[src/rtl/bcd_pkg.sv]
// bcd_pkg
// Shared definitions for the BCD counter family: digit width, the two
// boundary digit codes, the per-digit command decode type and small
// helpers for validating and clamping a 4-bit digit.
package bcd_pkg;

    localparam int           BCD_W    = 4;
    localparam logic [3:0]   BCD_ZERO = 4'h0;
    localparam logic [3:0]   BCD_NINE = 4'h9;

    // Decoded per-digit action for one clock, already resolved by priority
    typedef enum logic [2:0] {
        CMD_HOLD,
        CMD_CLEAR,
        CMD_PRESET,
        CMD_LOAD,
        CMD_INC,
        CMD_DEC
    } bcd_cmd_e;

    // A 4-bit code is a legal decimal digit when it is 0..9
    function automatic logic bcd_valid(input logic [BCD_W-1:0] digit);
        return (digit <= BCD_NINE);
    endfunction

    // Returns min(digit, 9) so an illegal code is stored as the largest digit
    function automatic logic [BCD_W-1:0] bcd_clamp(input logic [BCD_W-1:0] digit);
        return bcd_valid(digit) ? digit : BCD_NINE;
    endfunction

endpackage

[src/rtl/bcd_digit.sv]
// bcd_digit
// One decimal digit register with clear/preset/load/step and wrap-around.
// Ports:
//   clk, rst        clock and asynchronous active-high reset (clears to 0)
//   inc, dec        step this digit up/down (never both high from the top)
//   set0, set9      synchronous clear to 0 / preset to 9
//   ld, ld_digit    synchronous load; codes above 9 are stored as 9
//   q               current digit
//   is9, is0        digit currently 9 / 0, feeds the carry/borrow chain
import bcd_pkg::*;

module bcd_digit (
    input  logic             clk,
    input  logic             rst,
    input  logic             inc,
    input  logic             dec,
    input  logic             set0,
    input  logic             set9,
    input  logic             ld,
    input  logic [BCD_W-1:0] ld_digit,
    output logic [BCD_W-1:0] q,
    output logic             is9,
    output logic             is0
);

    bcd_cmd_e cmd;

    // Resolve the command priority: clear, preset, load, then stepping
    always_comb begin
        cmd = CMD_HOLD;
        if (set0) begin
            cmd = CMD_CLEAR;
        end else if (set9) begin
            cmd = CMD_PRESET;
        end else if (ld) begin
            cmd = CMD_LOAD;
        end else if (inc) begin
            cmd = CMD_INC;
        end else if (dec) begin
            cmd = CMD_DEC;
        end
    end

    // Digit register; 9 wraps to 0 on a step up and 0 wraps to 9 on a step down
    always_ff @(posedge clk or posedge rst) begin
        if (rst) begin
            q <= BCD_ZERO;
        end else begin
            case (cmd)
                CMD_CLEAR:  q <= BCD_ZERO;
                CMD_PRESET: q <= BCD_NINE;
                CMD_LOAD:   q <= bcd_clamp(ld_digit);
                CMD_INC:    q <= (q == BCD_NINE) ? BCD_ZERO : q + 4'd1;
                CMD_DEC:    q <= (q == BCD_ZERO) ? BCD_NINE : q - 4'd1;
                default:    q <= q;
            endcase
        end
    end

    assign is9 = (q == BCD_NINE);
    assign is0 = (q == BCD_ZERO);

endmodule

[src/rtl/bcd_counter_n.sv]
// bcd_counter_n
// Parametrised multi-digit BCD up/down counter built from DIGITS cascaded
// bcd_digit instances with a one-cycle ripple carry/borrow chain.
// Ports:
//   clk, rst        clock and asynchronous active-high reset (value = 0)
//   up, down        count requests; both high or both low means hold
//   set0, set9      synchronous clear to all zeros / preset to all nines
//   load            synchronous load of load_value (digit 0 in bits [3:0])
//   value           registered BCD count
//   cout, bout      combinational carry/borrow out for cascading instances
//   load_err        one-cycle flag after a load that contained a digit > 9
// Build option:
//   BCD_COUNTER_N_SATURATE_EN  defined -> count saturates at all nines /
//                              all zeros instead of wrapping.
import bcd_pkg::*;

module bcd_counter_n #(
    parameter int DIGITS = 4
) (
    input  logic                  clk,
    input  logic                  rst,
    input  logic                  up,
    input  logic                  down,
    input  logic                  set0,
    input  logic                  set9,
    input  logic                  load,
    input  logic [BCD_W*DIGITS-1:0] load_value,
    output logic [BCD_W*DIGITS-1:0] value,
    output logic                  cout,
    output logic                  bout,
    output logic                  load_err
);

    logic [DIGITS-1:0] is9;
    logic [DIGITS-1:0] is0;
    logic [DIGITS-1:0] inc;
    logic [DIGITS-1:0] dec;
    logic [BCD_W-1:0]  digit_q [DIGITS];
    logic              all9;
    logic              all0;
    logic              up_req;
    logic              down_req;
    logic              step_up;
    logic              step_down;
    logic              load_bad;

    assign all9     = &is9;
    assign all0     = &is0;
    assign up_req   = up & ~down;
    assign down_req = down & ~up;

    // Carry/borrow are raised whenever the request meets the boundary,
    // even if a set/load wins this cycle, so a cascade stays consistent
    assign cout = up_req & all9;
    assign bout = down_req & all0;

`ifdef BCD_COUNTER_N_SATURATE_EN
    // Saturating build: a step that would wrap is simply not applied
    assign step_up   = up_req & ~all9;
    assign step_down = down_req & ~all0;
`else
    assign step_up   = up_req;
    assign step_down = down_req;
`endif

    // Ripple chain: digit i steps only when every lower digit sits at its
    // boundary (9 going up, 0 going down)
    always_comb begin
        inc    = '0;
        dec    = '0;
        inc[0] = step_up;
        dec[0] = step_down;
        for (int i = 1; i < DIGITS; i++) begin
            inc[i] = inc[i-1] & is9[i-1];
            dec[i] = dec[i-1] & is0[i-1];
        end
    end

    // Any out-of-range digit in the load word makes the load "bad"
    always_comb begin
        load_bad = 1'b0;
        for (int i = 0; i < DIGITS; i++) begin
            if (!bcd_valid(load_value[BCD_W*i +: BCD_W])) begin
                load_bad = 1'b1;
            end
        end
    end

    genvar g;
    generate
        for (g = 0; g < DIGITS; g++) begin : gen_digit
            bcd_digit u_digit (
                .clk      (clk),
                .rst      (rst),
                .inc      (inc[g]),
                .dec      (dec[g]),
                .set0     (set0),
                .set9     (set9),
                .ld       (load),
                .ld_digit (load_value[BCD_W*g +: BCD_W]),
                .q        (digit_q[g]),
                .is9      (is9[g]),
                .is0      (is0[g])
            );
        end
    endgenerate

    // Pack the digit registers into the output word, digit 0 lowest
    always_comb begin
        value = '0;
        for (int i = 0; i < DIGITS; i++) begin
            value[BCD_W*i +: BCD_W] = digit_q[i];
        end
    end

    // load_err reflects only the load that actually took effect; set0/set9
    // outrank load and therefore never flag an error
    always_ff @(posedge clk or posedge rst) begin
        if (rst) begin
            load_err <= 1'b0;
        end else begin
            load_err <= load & ~set0 & ~set9 & load_bad;
        end
    end

endmodule
[config.mk]
export PLATFORM = sky130hd
export DESIGN_NAME = bcd_counter_n
export DESIGN_NICKNAME = d
export VERILOG_FILES = /design/src/rtl/bcd_pkg.sv /design/src/rtl/bcd_digit.sv /design/src/rtl/bcd_counter_n.sv
export SDC_FILE = /design/constraint.sdc
export NUM_CORES = 1
export LEC_CHECK = 0
export BUFFER_PORTS_ARGS = -buffer_cell sky130_fd_sc_hd__clkbuf_2
export CORE_ASPECT_RATIO = 1.4
export CORE_MARGIN = 4
export CORE_UTILIZATION = 54
export DETAILED_ROUTE_END_ITERATION = 16
export PLACE_DENSITY = 0.8
export SETUP_SLACK_MARGIN = 0.1
export SLEW_MARGIN = 15
export SYNTH_ARGS = -nofsm -noshare
export SYNTH_HDL_FRONTEND = slang
export SYNTH_SLANG_ARGS = --single-unit
[constraint.sdc]
create_clock -name clk -period 2 [get_ports clk]
set_input_delay 0.2 -clock clk [delete_from_list [all_inputs] [get_ports clk]]
set_output_delay 0.2 -clock clk [all_outputs]
set_load 0.05 [all_outputs]
* Yosys cells after proc, flatten, opt, wreduce, memory -nomap -nowiden
Cells that the tools add are included.
Widths: inputs -> output; s select.
** Storage, ports and cells
- Bits in registers :: 17
- Input bits :: 23
** Cells by class
- Add/subtract/negate cells :: 8
- Order comparisons :: 4
- Equal/unequal tests :: 24
- Muxes and demuxes :: 40
- Bitwise operators :: 17
- Reductions and logical operators :: 10
** Operators by type and width (number)
- $pmux 4 s5 :: 4
- $mux 3 :: 20
- $mux 4 :: 12
- $eq 3x2->1 const B :: 8
- $eq 3x3->1 const B :: 8
- $reduce_bool 5->1 :: 4
- $add 4x1->4 const B :: 4
- $eq 4x4->1 const B :: 4
- $le 4x4->1 const B :: 4
- $logic_not 4->1 :: 4
- $sub 4x1->4 const B :: 4
- $and 1x1->1 :: 13
- $eq 3x1->1 const B :: 4
- $reduce_and 4->1 :: 2
- $mux 1 :: 4
- $not 1->1 :: 4

* Longest topological paths before layout
- Word-level depth :: 12
- Depth in mapped cells :: 8

* Hierarchy
From an unflattened synthesis, not the netlist that was laid out.
** Second synthesis, totals
- Cells, all modules :: 221
- Area total of the unflattened synthesis :: 1844.3 sq um
** By module, submodules not included
- bcd_digit at gen_digit[0].u_digit ... :: instances 3, cells an instance 50, area each 425.4 sq um
- bcd_digit at gen_digit[2].u_digit :: instances 1, cells an instance 52, area each 427.9 sq um
- bcd_counter_n :: instances 1, cells an instance 19, area each 140.1 sq um

* Worst setup path after synthesis
No wires, ideal clock.
- Kind :: reg-to-output
- Start :: reg gen_digit[0].u_digit.q[0]
- End :: out cout
- Arrival :: 2.835 ns
- Required time :: 1.800 ns
- Setup slack :: -1.035 ns
- Cell stages (with the launch flop) :: 4
- Path buffers :: 0
- Cell sequence :: dfrtp_1 -> ha_1 -> nand4b_1 -> nor4_1
** Between the ends
- Longest elaborated chain between the ends :: 3
** Ends and longest elaborated chain
- start, declared :: RTL line bcd_digit.sv:21 : output logic [BCD_W-1:0] q,
- start signal, assigned :: RTL line bcd_digit.sv:52 : CMD_LOAD: q <= bcd_clamp(ld_digit);
- start signal, assigned :: RTL line bcd_digit.sv:53 : CMD_INC: q <= (q == BCD_NINE) ? BCD_ZERO : q + 4'd1;
- start signal, assigned :: RTL line bcd_digit.sv:54 : CMD_DEC: q <= (q == BCD_ZERO) ? BCD_NINE : q - 4'd1;
- $eq 4x4->1 :: RTL line bcd_digit.sv:60 : assign is9 = (q == BCD_NINE);
- $reduce_and 4->1 :: RTL line bcd_counter_n.sv:47 : assign all9 = &is9;
- $and 1x1->1 :: RTL line bcd_counter_n.sv:54 : assign cout = up_req & all9;
- end, declared :: RTL line bcd_counter_n.sv:29 : output logic cout,
No other way between the ends.

* Final worst setup path
- Start :: reg gen_digit[1].u_digit.q[1]
- End :: out bout
** Between the ends
- Longest elaborated chain between the ends :: 3
** Ends and longest elaborated chain
- start, declared :: RTL line bcd_digit.sv:21
- start signal, assigned :: RTL line bcd_digit.sv:52
- start signal, assigned :: RTL line bcd_digit.sv:53
- start signal, assigned :: RTL line bcd_digit.sv:54
- $logic_not 4->1 :: RTL line bcd_digit.sv:61 : assign is0 = (q == BCD_ZERO);
- $reduce_and 4->1 :: RTL line bcd_counter_n.sv:48 : assign all0 = &is0;
- $and 1x1->1 :: RTL line bcd_counter_n.sv:55 : assign bout = down_req & all0;
- end, declared :: RTL line bcd_counter_n.sv:30 : output logic bout,
No other way between the ends.

==> summary by stage <==
Yosys
The synthesized design contains 17 register bits. The cell count after synthesis came out at between 200 and 250. Of the synthesized area, sequential elements account for 0.244. During synthesis, Yosys emitted a total of 0 warnings. By instance count, the leading cell after synthesis is nor2_1.

The number of nets handed over by synthesis was 265. In this run the cell area of the synthesized design comes to between 1500 and 2000 µm². The synthesized area per cell is ~7.7 µm². By count the netlist is led by nor2_1 (27), a21oi_1 (20), nand2_1 (18), dfrtp_1 (17), inv_1 (16). Of all cell types, the one taking the most synthesized area is dfrtp_1. The async set-or-reset flop fraction in the synthesized netlist is 1.00. The number of enable flip-flop cells after synthesis is 0. The most used flip-flop cell after synthesis is dfrtp_1. The area share of the leading cell type in the synthesized netlist is 0.244. The count of cell types in the netlist is 55. Ranked by total cell area, the synthesized netlist is headed by dfrtp_1 (24%), ha_1 (10%), nor2_1 (5.8%), a21oi_1 (5.7%), nand2_1 (3.9%).

CTS
The clock net sink count is 17. TritonCTS built the clock tree. The total clock buffers created by CTS is 3. The cell sitting at the root of the clock tree is a clkbuf_8. The clock transition at the register clock pins on the worst setup and hold paths after CTS is roughly 0.070 ns.

Clock latency on the worst-skew pair, taken at its later pin, is between 0.2 and 0.3 ns. The level count of the clock H-tree is 1. After clock tree synthesis, the flow added hold-fix buffers numbering 0. The maximum count of clock buffers along a single path is 2.

Global route
The initial antenna violation count is 0. The first global-routing pass estimated between 8 and 9 mm of wire. The number of global-route vias before repair is ~1.8k. The pin count of the biggest net entering global routing is 18. The global route total overflow is 0. For this run, the total global-route usage over all layers was measured as 0.252.

Critical path
The family with the most delay on the worst path is simple AND/OR/NAND/NOR gates. Walking the worst path, the cells encountered are inv_2, ha_4, or3b_4, nand2b_4, nor3_4, buf_8. The worst setup path is launched from a register. The delay contributed by the slowest stage of the critical path is roughly 0.41 ns. In this run the worst setup path begins at gen_digit[1].u_digit.q[1]$_DFFE_PP0P_. The slowest stage of the critical path belongs to the cell dfrtp_2.

The worst setup path is captured at a primary output. The category of the most critical setup path is register to primary output. The worst-path maximum fanout is 2.

The sum of buffers and inverters on the critical path is 2. The endpoint arrival time on the critical path is roughly 1.7 ns. The startpoint identified for the worst register-to-register timing path is gen_digit[1].u_digit.q[1]$_DFFE_PP0P_. Data on the critical path is required at its endpoint by 1.80 ns.

Status
The run finished with clean final reports.

Placed design
The number of instances in the placed design is 308. The final HPWL from detailed placement is roughly 3.8 mm. The routability-driven placement congestion ratio is slightly above 0.9.

The number of port buffers is roughly 40.

Routing
For this run, design rule violations remaining after detail routing come to 0. Wires add up to between 5 and 6 mm. The per-cell via count in the routed design is around 6.1. After the first detailed-routing iteration, the DRC count stood at a little over 80. The routed layout has 1,962 vias. The number of optimization iterations in the first detailed-route pass is 4. The average wire length per cell after detail routing is 15.9 µm. The final antenna-violating net count is 0.

Min path
The class of the most critical hold timing path is primary input to asynchronous set/reset pin.

Timing
Setup repair after global routing could not meet its margin everywhere. The time the final worst path needs with I/O delays and setup is between 1.5 and 2 ns. Headroom to the max-slew limit came out at 0.522. Of the available clock period, the critical path in the final layout requires 0.959. The final hold violation count is 0. The total negative slack is 0 ns. The achievable frequency is 521 MHz.

Setup violations remaining at the end of the flow were counted as 0. The number of max-slew violations in the final report came to 0. Clock skew on the completed layout was measured at 0.00288 ns. At the pin with the least slew margin, the transition time is slightly above 0.7 ns.

Layout
In the final layout, the share of cells above drive strength 1 is 0.359. The non-filler instance count after layout is about 320. At the end of the flow, the number of nets in the layout was ~320. The number of antenna diodes in the final layout is 0. The signed area change from the synthesized netlist to the final layout is 31.3%.

Pwr
Dividing total power by cell area gives a power density of between 400 and 500 nW/µm². The worst-case IR drop observed on VDD is between 0.0003 and 0.0004 V. The completed layout was analyzed and its total power is 0.00107 W. Summed over all cells, the static leakage comes to approximately 1.0 nW.

Die
The I/O pin count is 42. The height of the chip is around 75 µm. After floorplanning, the core was divided into 24 placement rows. The die covers around 4200 µm². The die width is 56.1 µm. The core footprint is ~3100 µm². The initial standard-cell utilization of the core is 0.559.

Flow run
Max-cap violations in this run came to 0.
[logic make-up after synthesis]
kind of cell	synth area share
mux	0.0179
fa+ha+maj	0.100
simple gates	0.297
buf+inv	0.0638
compound gates	0.273
flops	0.244
xor+xnor	0.00502
[layer usage]
layer	GRT usage	vias to the layer above	part of all wire
li1	-	953	-
met2	0.459	57	0.52
met4	0.129	0	0.037
met1	0.297	936	0.41
met3	0.0237	16	0.034
met5	0	-	0
[cell usage in the layout (no fill, tap or decap), types with 3 or more instances in the layout]
master    instances
o21ai_1           5
nor2_1           27
nand2_1          17
inv_2             5
nand3_1          11
clkbuf_8          3
inv_1            11
dfrtp_1          10
o31ai_1           3
nand4_1           4
o22ai_1           4
and3_1            4
ha_1             10
ha_4              3
clkbuf_2         39
nand2b_1          3
a211oi_1          4
dfrtp_2           6
o21ai_0          11
o211ai_1          3
a21oi_1          20
buf_4            21
[per-stage QoR]
stage,worst slack (ns),instance area (µm²),util,hold WS [ns]
2_1_floorplan,0.0305,1820,-,0.126
3_3_place_gp,0.135,2100,0.674,0.331
3_5_place_dp,0.0967,2100,0.674,0.329
4_1_cts,0.0796,2240,0.718,0.0539
5_1_grt,0.0297,2290,0.734,0.0757
6_report,0.0816,2290,0.734,0.0373
[power by group]
part           internal (W)  switching, W
Sequential         0.000364     0.0000287
Clock              0.000142      0.000125
Combinational      0.000157      0.000252
Total              0.000662      0.000406
[sequential cells by signal (all words and copies together) (netlist names)]
signal and cells:
load_err 1, gen_digit.u_digit.q 16
[worst paths after layout]
kind,to,slack [ns],cells after the start
min reg2reg,gen_digit[3].u_digit.q[3]$_DFFE_PP0P_,0.67,2
max,bout,0.08,6
max reg2reg,gen_digit[2].u_digit.q[1]$_DFFE_PP0P_,0.15,9
min,gen_digit[3].u_digit.q[1]$_DFFE_PP0P_,0.04,2
max in group asynchronous,gen_digit[0].u_digit.q[0]$_DFFE_PP0P_,1.44,2
min in group clk,gen_digit[3].u_digit.q[1]$_DFFE_PP0P_,0.16,3
[timing repair]
item	CTS	global route
resized for setup	8	10
setup endpoints to repair	5	12
pin swaps	1	6
buffers inserted	9	2
[layout make-up]
| class | count | area [µm²] |
|---|---|---|
| clock buffer | 4 | 45.0 |
| fill | 283 | 830 |
| inverter | 16 | 60.1 |
| multi-input combinational | 184 | 1310 |
| sequential | 17 | 437 |
| tap | 39 | 48.8 |
| timing repair buffer | 63 | 390 |
(Power assumes the default switching activity.)
